==> config.mk <==
export PLATFORM = sky130hd
export DESIGN_NAME = uart_tx
export DESIGN_NICKNAME = d
export VERILOG_FILES = /design/src/rtl/uart_pkg.sv /design/src/rtl/uart_tx.sv
export SDC_FILE = /design/constraint.sdc
export NUM_CORES = 1
export LEC_CHECK = 0
export BUFFER_PORTS_ARGS = -buffer_cell sky130_fd_sc_hd__buf_2
export CORE_MARGIN = 3
export CORE_UTILIZATION = 53
export CTS_BUF_LIST = sky130_fd_sc_hd__clkbuf_16
export DETAILED_ROUTE_END_ITERATION = 8
export PLACE_DENSITY = 0.75
export SLEW_MARGIN = 5
export SYNTH_ARGS = -nofsm -noshare
export SYNTH_HDL_FRONTEND = slang
export SYNTH_SLANG_ARGS = --single-unit
==> constraint.sdc <==
create_clock -name i_clk -period 1.8 [get_ports i_clk]
set_input_delay 0.18 -clock i_clk [delete_from_list [all_inputs] [get_ports i_clk]]
set_output_delay 0.18 -clock i_clk [all_outputs]
set_load 0.005 [all_outputs]
==> src/rtl/uart_pkg.sv <==
// Shared UART definitions: parity encodings, transmitter state encoding and
// frame-length helpers used by the transmitter and by the UART benches.
package uart_pkg;

    // Parity mode encodings for P_UART_CHECK. Any other value means "no parity".
    localparam int CHECK_NONE = 0;
    localparam int CHECK_ODD  = 1;
    localparam int CHECK_EVEN = 2;

    // Transmitter frame states, in line order.
    typedef enum logic [2:0] {
        TX_IDLE   = 3'd0,
        TX_START  = 3'd1,
        TX_DATA   = 3'd2,
        TX_PARITY = 3'd3,
        TX_STOP   = 3'd4
    } tx_state_t;

    // True when the parity mode inserts a parity bit; illegal modes act as none.
    function automatic bit has_parity(input int check);
        return (check == CHECK_ODD) || (check == CHECK_EVEN);
    endfunction

    // Cycles per frame: start + data + optional parity + stop cycles.
    function automatic int frame_len(input int data_width, input int stop_width,
                                     input int check);
        return 1 + data_width + (has_parity(check) ? 1 : 0) + stop_width;
    endfunction

endpackage

==> src/rtl/uart_tx.sv <==
// UART transmitter: one line bit per i_clk cycle. Accepts a word over a
// valid/ready handshake and sends start, LSB-first data, optional parity and
// stop bits. Every output comes straight from a flop.
module uart_tx
    import uart_pkg::*;
#(
    parameter int P_UART_CLK        = 250_000_000,
    parameter int P_UART_BAUDRATE   = 9600,
    parameter int P_UART_DATA_WIDTH = 8,
    parameter int P_UART_STOP_WIDTH = 1,
    parameter int P_UART_CHECK      = 0
) (
    input  logic                         i_clk,
    input  logic                         i_rst,
    input  logic [P_UART_DATA_WIDTH-1:0] i_usr_tx_data,
    input  logic                         i_usr_tx_valid,
    output logic                         o_usr_tx_ready,
    output logic                         o_uart_tx
);

    // Bit counter only has to reach the larger of the data and stop cycle counts.
    localparam int C_CNT_W_RAW = $clog2(P_UART_DATA_WIDTH + 1);
    localparam int C_CNT_W     = (C_CNT_W_RAW < 1) ? 1 : C_CNT_W_RAW;

    localparam bit                 C_HAS_PARITY = has_parity(P_UART_CHECK);
    localparam bit                 C_ODD        = (P_UART_CHECK == CHECK_ODD);
    localparam logic [C_CNT_W-1:0] C_DATA_LAST  = C_CNT_W'(P_UART_DATA_WIDTH - 1);
    localparam logic [C_CNT_W-1:0] C_STOP_LAST  = C_CNT_W'(P_UART_STOP_WIDTH - 1);
    localparam bit                 C_ONE_STOP   = (P_UART_STOP_WIDTH == 1);

    // Clock and baud rate are carried for documentation; the line runs at i_clk.
    localparam int C_INFO_CLK  = P_UART_CLK;
    localparam int C_INFO_BAUD = P_UART_BAUDRATE;

    tx_state_t                    r_state;
    logic [C_CNT_W-1:0]           r_cnt;
    logic [P_UART_DATA_WIDTH-1:0] r_shift;
    logic                         r_parity;
    logic                         r_tx;
    logic                         r_ready;

    tx_state_t                    w_state_nxt;
    logic [C_CNT_W-1:0]           w_cnt_nxt;
    logic [P_UART_DATA_WIDTH-1:0] w_shift_nxt;
    logic                         w_parity_nxt;
    logic                         w_tx_nxt;
    logic                         w_ready_nxt;
    logic                         w_accept;
    logic                         w_parity_in;

    // Handshake uses the registered ready, so valid never reaches ready combinationally.
    assign w_accept = i_usr_tx_valid && r_ready;

    // Parity of the incoming word; latched at accept so later input changes do not matter.
    assign w_parity_in = C_ODD ? ~(^i_usr_tx_data) : (^i_usr_tx_data);

    // Next-state and next-output logic: outputs are computed one cycle ahead
    // so the flops present the value that belongs to the upcoming state.
    // NOTE: every signal gets a default before the case; a path that forgets to
    // assign one would otherwise infer a latch.
    always_comb begin
        w_state_nxt  = r_state;
        w_cnt_nxt    = r_cnt;
        w_shift_nxt  = r_shift;
        w_parity_nxt = r_parity;
        w_tx_nxt     = 1'b1;
        w_ready_nxt  = 1'b0;

        if (w_accept) begin
            // Accept is possible in IDLE or the last stop cycle; both go to START.
            w_state_nxt  = TX_START;
            w_cnt_nxt    = '0;
            w_shift_nxt  = i_usr_tx_data;
            w_parity_nxt = w_parity_in;
            w_tx_nxt     = 1'b0;
        end else begin
            case (r_state)
                TX_IDLE: begin
                    w_ready_nxt = 1'b1;
                end

                TX_START: begin
                    w_state_nxt = TX_DATA;
                    w_cnt_nxt   = '0;
                    w_tx_nxt    = r_shift[0];
                    w_shift_nxt = r_shift >> 1;
                end

                TX_DATA: begin
                    if (r_cnt == C_DATA_LAST) begin
                        w_cnt_nxt = '0;
                        if (C_HAS_PARITY) begin
                            w_state_nxt = TX_PARITY;
                            w_tx_nxt    = r_parity;
                        end else begin
                            // A single stop cycle is also the last one, so ready opens now.
                            w_state_nxt = TX_STOP;
                            w_ready_nxt = C_ONE_STOP;
                        end
                    end else begin
                        w_cnt_nxt   = r_cnt + 1'b1;
                        w_tx_nxt    = r_shift[0];
                        w_shift_nxt = r_shift >> 1;
                    end
                end

                TX_PARITY: begin
                    w_state_nxt = TX_STOP;
                    w_cnt_nxt   = '0;
                    w_ready_nxt = C_ONE_STOP;
                end

                TX_STOP: begin
                    if (r_cnt == C_STOP_LAST) begin
                        w_state_nxt = TX_IDLE;
                        w_cnt_nxt   = '0;
                        w_ready_nxt = 1'b1;
                    end else begin
                        w_cnt_nxt   = r_cnt + 1'b1;
                        w_ready_nxt = ((r_cnt + 1'b1) == C_STOP_LAST);
                    end
                end

                default: begin
                    w_state_nxt = TX_IDLE;
                    w_cnt_nxt   = '0;
                    w_ready_nxt = 1'b1;
                end
            endcase
        end
    end

    // State, datapath and output registers with synchronous reset.
    // NOTE: sequential state uses non-blocking assignments so every flop samples
    // the pre-edge values regardless of statement order.
    // NOTE: the shift register is reset too; it is a plain register, not a RAM,
    // so the reset costs nothing and keeps post-reset state fully defined.
    always_ff @(posedge i_clk) begin
        if (i_rst) begin
            r_state  <= TX_IDLE;
            r_cnt    <= '0;
            r_shift  <= '0;
            r_parity <= 1'b0;
            r_tx     <= 1'b1;
            r_ready  <= 1'b0;
        end else begin
            r_state  <= w_state_nxt;
            r_cnt    <= w_cnt_nxt;
            r_shift  <= w_shift_nxt;
            r_parity <= w_parity_nxt;
            r_tx     <= w_tx_nxt;
            r_ready  <= w_ready_nxt;
        end
    end

    assign o_uart_tx      = r_tx;
    assign o_usr_tx_ready = r_ready;

endmodule

# ---- Word-level counts from Yosys, hierarchy flattened
# Index checks and enable logic that the tools add are counted.
dict set report op_classes {
  n_addsub 1
  n_mul 0
  n_div 0
  n_lt_le_gt_ge 0
  n_eq_ne 11
  shift 0
  n_mux 16
  bitwise 1
  n_reduce_logical 9
}
# operator count
set ops {}
lappend ops {{8-bit 2-to-1 mux} 2}
lappend ops {{8-bit one-hot mux with 2 select lines} 1}
lappend ops {{3-bit one-hot mux with 5 select lines} 1}
lappend ops {{4-bit one-hot mux with 3 select lines} 1}
lappend ops {{3-bit != test (second input constant)} 3}
lappend ops {{4-bit zero test} 2}
lappend ops {{4-bit 2-to-1 mux} 2}
lappend ops {{3-bit by 2-bit equality test with 1-bit output (second input constant)} 2}
lappend ops {{3-bit 2-to-1 mux} 2}
lappend ops {{2-bit != test (second input constant)} 3}
lappend ops {{3-bit AND reduction} 2}
lappend ops {{1-bit 2-to-1 mux} 5}
lappend ops {{4-bit by 1-bit adder with 4-bit output (second input constant)} 1}
lappend ops {{4-bit by 3-bit equality test with 1-bit output (second input constant)} 1}
lappend ops {{3-bit by 1-bit equality test with 1-bit output (second input constant)} 1}
lappend ops {{3-bit equality test (second input constant)} 1}
lappend ops {{3-bit zero test} 1}
lappend ops {{1-bit one-hot mux with 3 select lines} 1}
lappend ops {{3-bit nonzero test} 1}
lappend ops {{1-bit one-hot mux with 2 select lines} 1}
lappend ops {{2-bit AND reduction} 1}
lappend ops {{2-bit OR reduction} 1}
lappend ops {{1-bit logical AND} 1}
lappend ops {{1-bit inverter} 1}
dict set report totals {
  register_bits 17
  latchBits 0
  ramBits 0
  rom_bits 0
  input_bits 11
  output_inout_bits 2
  word_cells 44
  mem_count 0
}

# ---- Longest topological paths before layout
dict set report logic_depth {
  depth_word 4
  depth_mapped 5
  depth_no_buf 5
}

# ---- Least setup slack after synthesis
# OpenSTA, ideal clock, no wires.
dict set report synth_timing {
  path_type {flip-flop to flip-flop}
  start {reg r_cnt[0]}
  end {reg r_shift[0]}
  arrival_time_ns 1.359
  required_ns 1.731
  path_slack_ns 0.372
  path_stages_with_launch 6
  path_buffers 0
  path_cell_list {dfxtp_1 -> ha_1 -> nand3b_1 -> a311oi_4 -> a22oi_1 -> o21ai_1}
}
dict set report synth_via {
  elab_chain_cells 3
}
# item line
set synth_lines {}
lappend synth_lines {{start, declared} uart_tx.sv:36} ;# logic [C_CNT_W-1:0] r_cnt;
lappend synth_lines {{start signal, assigned} uart_tx.sv:148} ;# r_cnt <= w_cnt_nxt;
lappend synth_lines {{4-bit by 3-bit equality test with 1-bit output} uart_tx.sv:90} ;# if (r_cnt == C_DATA_LAST) begin
lappend synth_lines {{3-bit != test (no source line)} --}
lappend synth_lines {{2-bit AND reduction (no source line)} --}
lappend synth_lines {{end signal, assigned} uart_tx.sv:149} ;# r_shift <= w_shift_nxt;
lappend synth_lines {{end, declared} uart_tx.sv:37} ;# logic [P_UART_DATA_WIDTH-1:0] r_shift;
# Every way passes these cells.
# A chain may end at the register's enable or synchronous reset.

# ---- Worst setup path after layout
dict set report layout_timing {
  start {reg r_cnt[1]}
  end {reg r_shift[6]}
}
# The elaborated chain is that of the path after synthesis.

==> impl_metrics.py <==
metrics = {
    "status": {
        "status": "finished, final reports clean",
    },
    "synthesis": {
        "synth_top_area_cell": "dfxtp_1",
        "synth_compound_area_frac": 0.266,
        "synthSimpleGateAreaFrac": 0.228,
        "syn-num-nets": 107,
        "asyncSetResetFlopFracSynth": 0,
        "yosysTopAreaCellShare": 0.418,
        "synthAdderAreaFrac": 0.0308,
        "synth-seq-cells": 17,
        "muxShareOfSynthArea": 0,
        "synth_xor_xnor_area_share": 0.0215,
        "synth_area_per_cell_um2": 8.65,
        "synth_area_um2": 813,
        "ys_seq_area_frac": 0.418,
        "synth_top_family_by_area": "compound AO/OA/AOI/OAI gates",
        "syn_inst": 94,
        "yosysUniqueCellTypes": 30,
        "synth_edf_count": 0,
        "ys_warn_count": 0,
        "synth_area_leaders": "dfxtp_1 (42%), a22oi_1 (6.5%), nand2_1 (6.0%), o21ai_1 (4.3%), nor3_1 (3.7%)",
        "synth.most_common_cell": "dfxtp_1",
        "ys.flop_type": "dfxtp_1",
        "synth_common_cells": "dfxtp_1 (17), nand2_1 (13), a22oi_1 (7), o21ai_1 (7)",
    },
    "place": {
        "postPlaceCellArea_um2": 875,
        "dp_hpwl_um": 1180,
        "port_buffers": 12,
        "gp_congestion": 0.817,
        "dp.cells": 117,
    },
    "worst_setup_path": {
        "cp.arrival_ns": 1.77,
        "critPathLaunchType": "flip-flop",
        "required_ns": 1.92,
        "worstPathMaxFanout": 7,
        "worstRegToRegCells": 6,
        "path_class": "flip-flop to flip-flop",
        "cp-end-kind": "flip-flop",
    },
    "sta": {
        "finClkSkew_ns": 0.00221,
        "tightest_slew_ns": 0.525,
        "fin_crit_ns": 1.65,
        "tns_ns": 0,
        "rsz0062_at_grt": "false",
        "slew-limit-headroom": 0.648,
        "hold_viol_final": 0,
        "setup_viol": 0,
        "post-route-period-util": 0.918,
        "clock.fmax_mhz": 605,
        "finalMaxSlewViolations": 0,
    },
    "cts": {
        "clk_pin_slew_ns": 0.05,
        "insertion_delay_ns": 0.24,
        "cts.path.max_buffers": 2,
        "cts_tree": "done",
        "cts_root_buf": "clkbuf_16",
        "htreeDepth": 1,
        "cts_buffers": 3,
        "clock_sinks": 17,
    },
    "power": {
        "powerDensity_nw_per_um2": 954,
        "leakagePower_nw": 0.360,
        "ir_drop_mv": 0.591,
        "power.total_uw": 920,
    },
    "route": {
        "num_vias": 727,
        "drt-total-wl_um": 1820,
        "via_per_inst": 5.96,
        "drt-initial-drc-count": 22,
        "ant_nets": 0,
        "drcViolationCount": 0,
        "wl_per_cell_um": 14.9,
        "drt_first_pass_iters": 6,
    },
    "grt": {
        "grt_max_degree": 12,
        "track_usage": 0.194,
        "first_global_vias": 652,
        "grt_antenna_before_repair": 0,
        "grt_pass1_wl_um": 2840,
        "grt.overflow.total": 0,
    },
    "floorplan": {
        "die_y_um": 45.2,
        "fp.dieArea_um2": 2040,
        "die_w_um": 45.2,
        "pin_count": 13,
        "fp-row-count": 13,
        "core_um2": 1370,
        "start_util": 0.595,
    },
    "hold_path": {
        "holdCritPathClass": "primary input to flip-flop",
        "min_path_cells": 3,
    },
    "finish": {
        "multi_input_area_um2": 447,
        "n_antenna_cell": 0,
        "drive_above_1_share": 0.196,
        "syn2layout_area_growth_pct": 18.6,
        "num-nets-final": 121,
        "finalNonFillerCells": 122,
        "fill_cells": 113,
        "ff_latch_area_um2": 342,
        "postLayoutCellArea_um2": 965,
    },
    "job": {
        "maxCapViolations": 0,
    },
}
[final cells by class]
type	instances	area share
Clock buffer	3	0.0778
Sequential cell	17	0.354
Tap cell	15	0.0195
Multi-Input combinational cell	70	0.463
Inverter	3	0.0117
Clock inverter	1	0.00389
Timing Repair Buffer	13	0.0700
[stage by stage]
stage	utilization	setup WS (ns)	hold slack [ns]
floorplan	-	0.372	0.295
global placement	0.640	0.254	0.379
detailed placement	0.640	0.180	0.387
CTS	0.698	0.131	0.136
global route	0.706	0.00194	0.147
finish	0.706	0.147	0.138
[cell usage in the layout, fill, tap and decap left out]
cell type / n
dfxtp_1: 16
nand2_1: 13
buf_2: 12
a22oi_1: 7
o21ai_1: 7
nor2_1: 6
nor3_1: 6
a21oi_1: 5
inv_1: 4
clkbuf_16: 3
xor2_1: 2
nand3_1: 2
nor2b_1: 2
a211oi_1: 2
and2_1: 2
a2111oi_4: 1
nand3b_1: 1
nand2b_1: 1
nor2_2: 1
or3_1: 1
and3_1: 1
o21ai_0: 1
nor3b_1: 1
a311oi_4: 1
nor4b_1: 1
a22o_1: 1
o22ai_1: 1
o211ai_1: 1
o21bai_1: 1
ha_1: 1
ha_2: 1
dfxtp_2: 1
buf_4: 1
[final timing paths]
kind                          from                       to  slack (ns)
max reg2reg  r_cnt[1]$_SDFFE_PP0P_  r_shift[6]$_SDFFE_PP0P_        0.15
max          r_cnt[1]$_SDFFE_PP0P_  r_shift[6]$_SDFFE_PP0P_        0.15
min reg2reg  r_cnt[0]$_SDFFE_PP0P_    r_cnt[0]$_SDFFE_PP0P_        0.50
min               i_usr_tx_data[2]  r_shift[2]$_SDFFE_PP0P_        0.14
[worst max-delay path, stage by stage, from the launching register on]
cell and delay (ns):
dfxtp_1 0.39, ha_2 0.23, nand3b_1 0.17, buf_4 0.19
a22o_1 0.28, a22oi_1 0.17, o21ai_1 0.09
[power by group]
group,internal [mW],total [mW],switching [mW]
logic,0.0342,0.0787,0.0445
clock network,0.294,0.428,0.134
registers,0.396,0.413,0.0172
total,0.724,0.920,0.196
[registers in the layout, summed over array words and instances (netlist names)]
name            flops
r_cnt               4
o_usr_tx_ready      1
o_uart_tx           1
r_state             3
r_shift             8
[cells by family (layout without fill, tap and decap cells)]
logic type | after synthesis | count (layout)
buf+inv | 7 | 20
xor+xnor | 2 | 2
flops | 17 | 17
compound gates | 28 | 28
simple gates | 38 | 38
fa+ha+maj | 2 | 2
[routing by layer]
layer  vias up  wire (um)  part of all wire  track usage
met2        36        856              0.47        0.291
met4         0         21             0.012       0.0877
met3         4        139             0.077       0.0359
met5         -          0                 0            0
met1       322        798              0.44        0.268
li1        365          -                 -            -
[timing repair]
action,4_1_cts,5_1_grt
resized for setup,0,2
buffers inserted,0,1
hold buffers,0,0
setup endpoints to repair,0,1
Power figures use the tool's default switching activity.
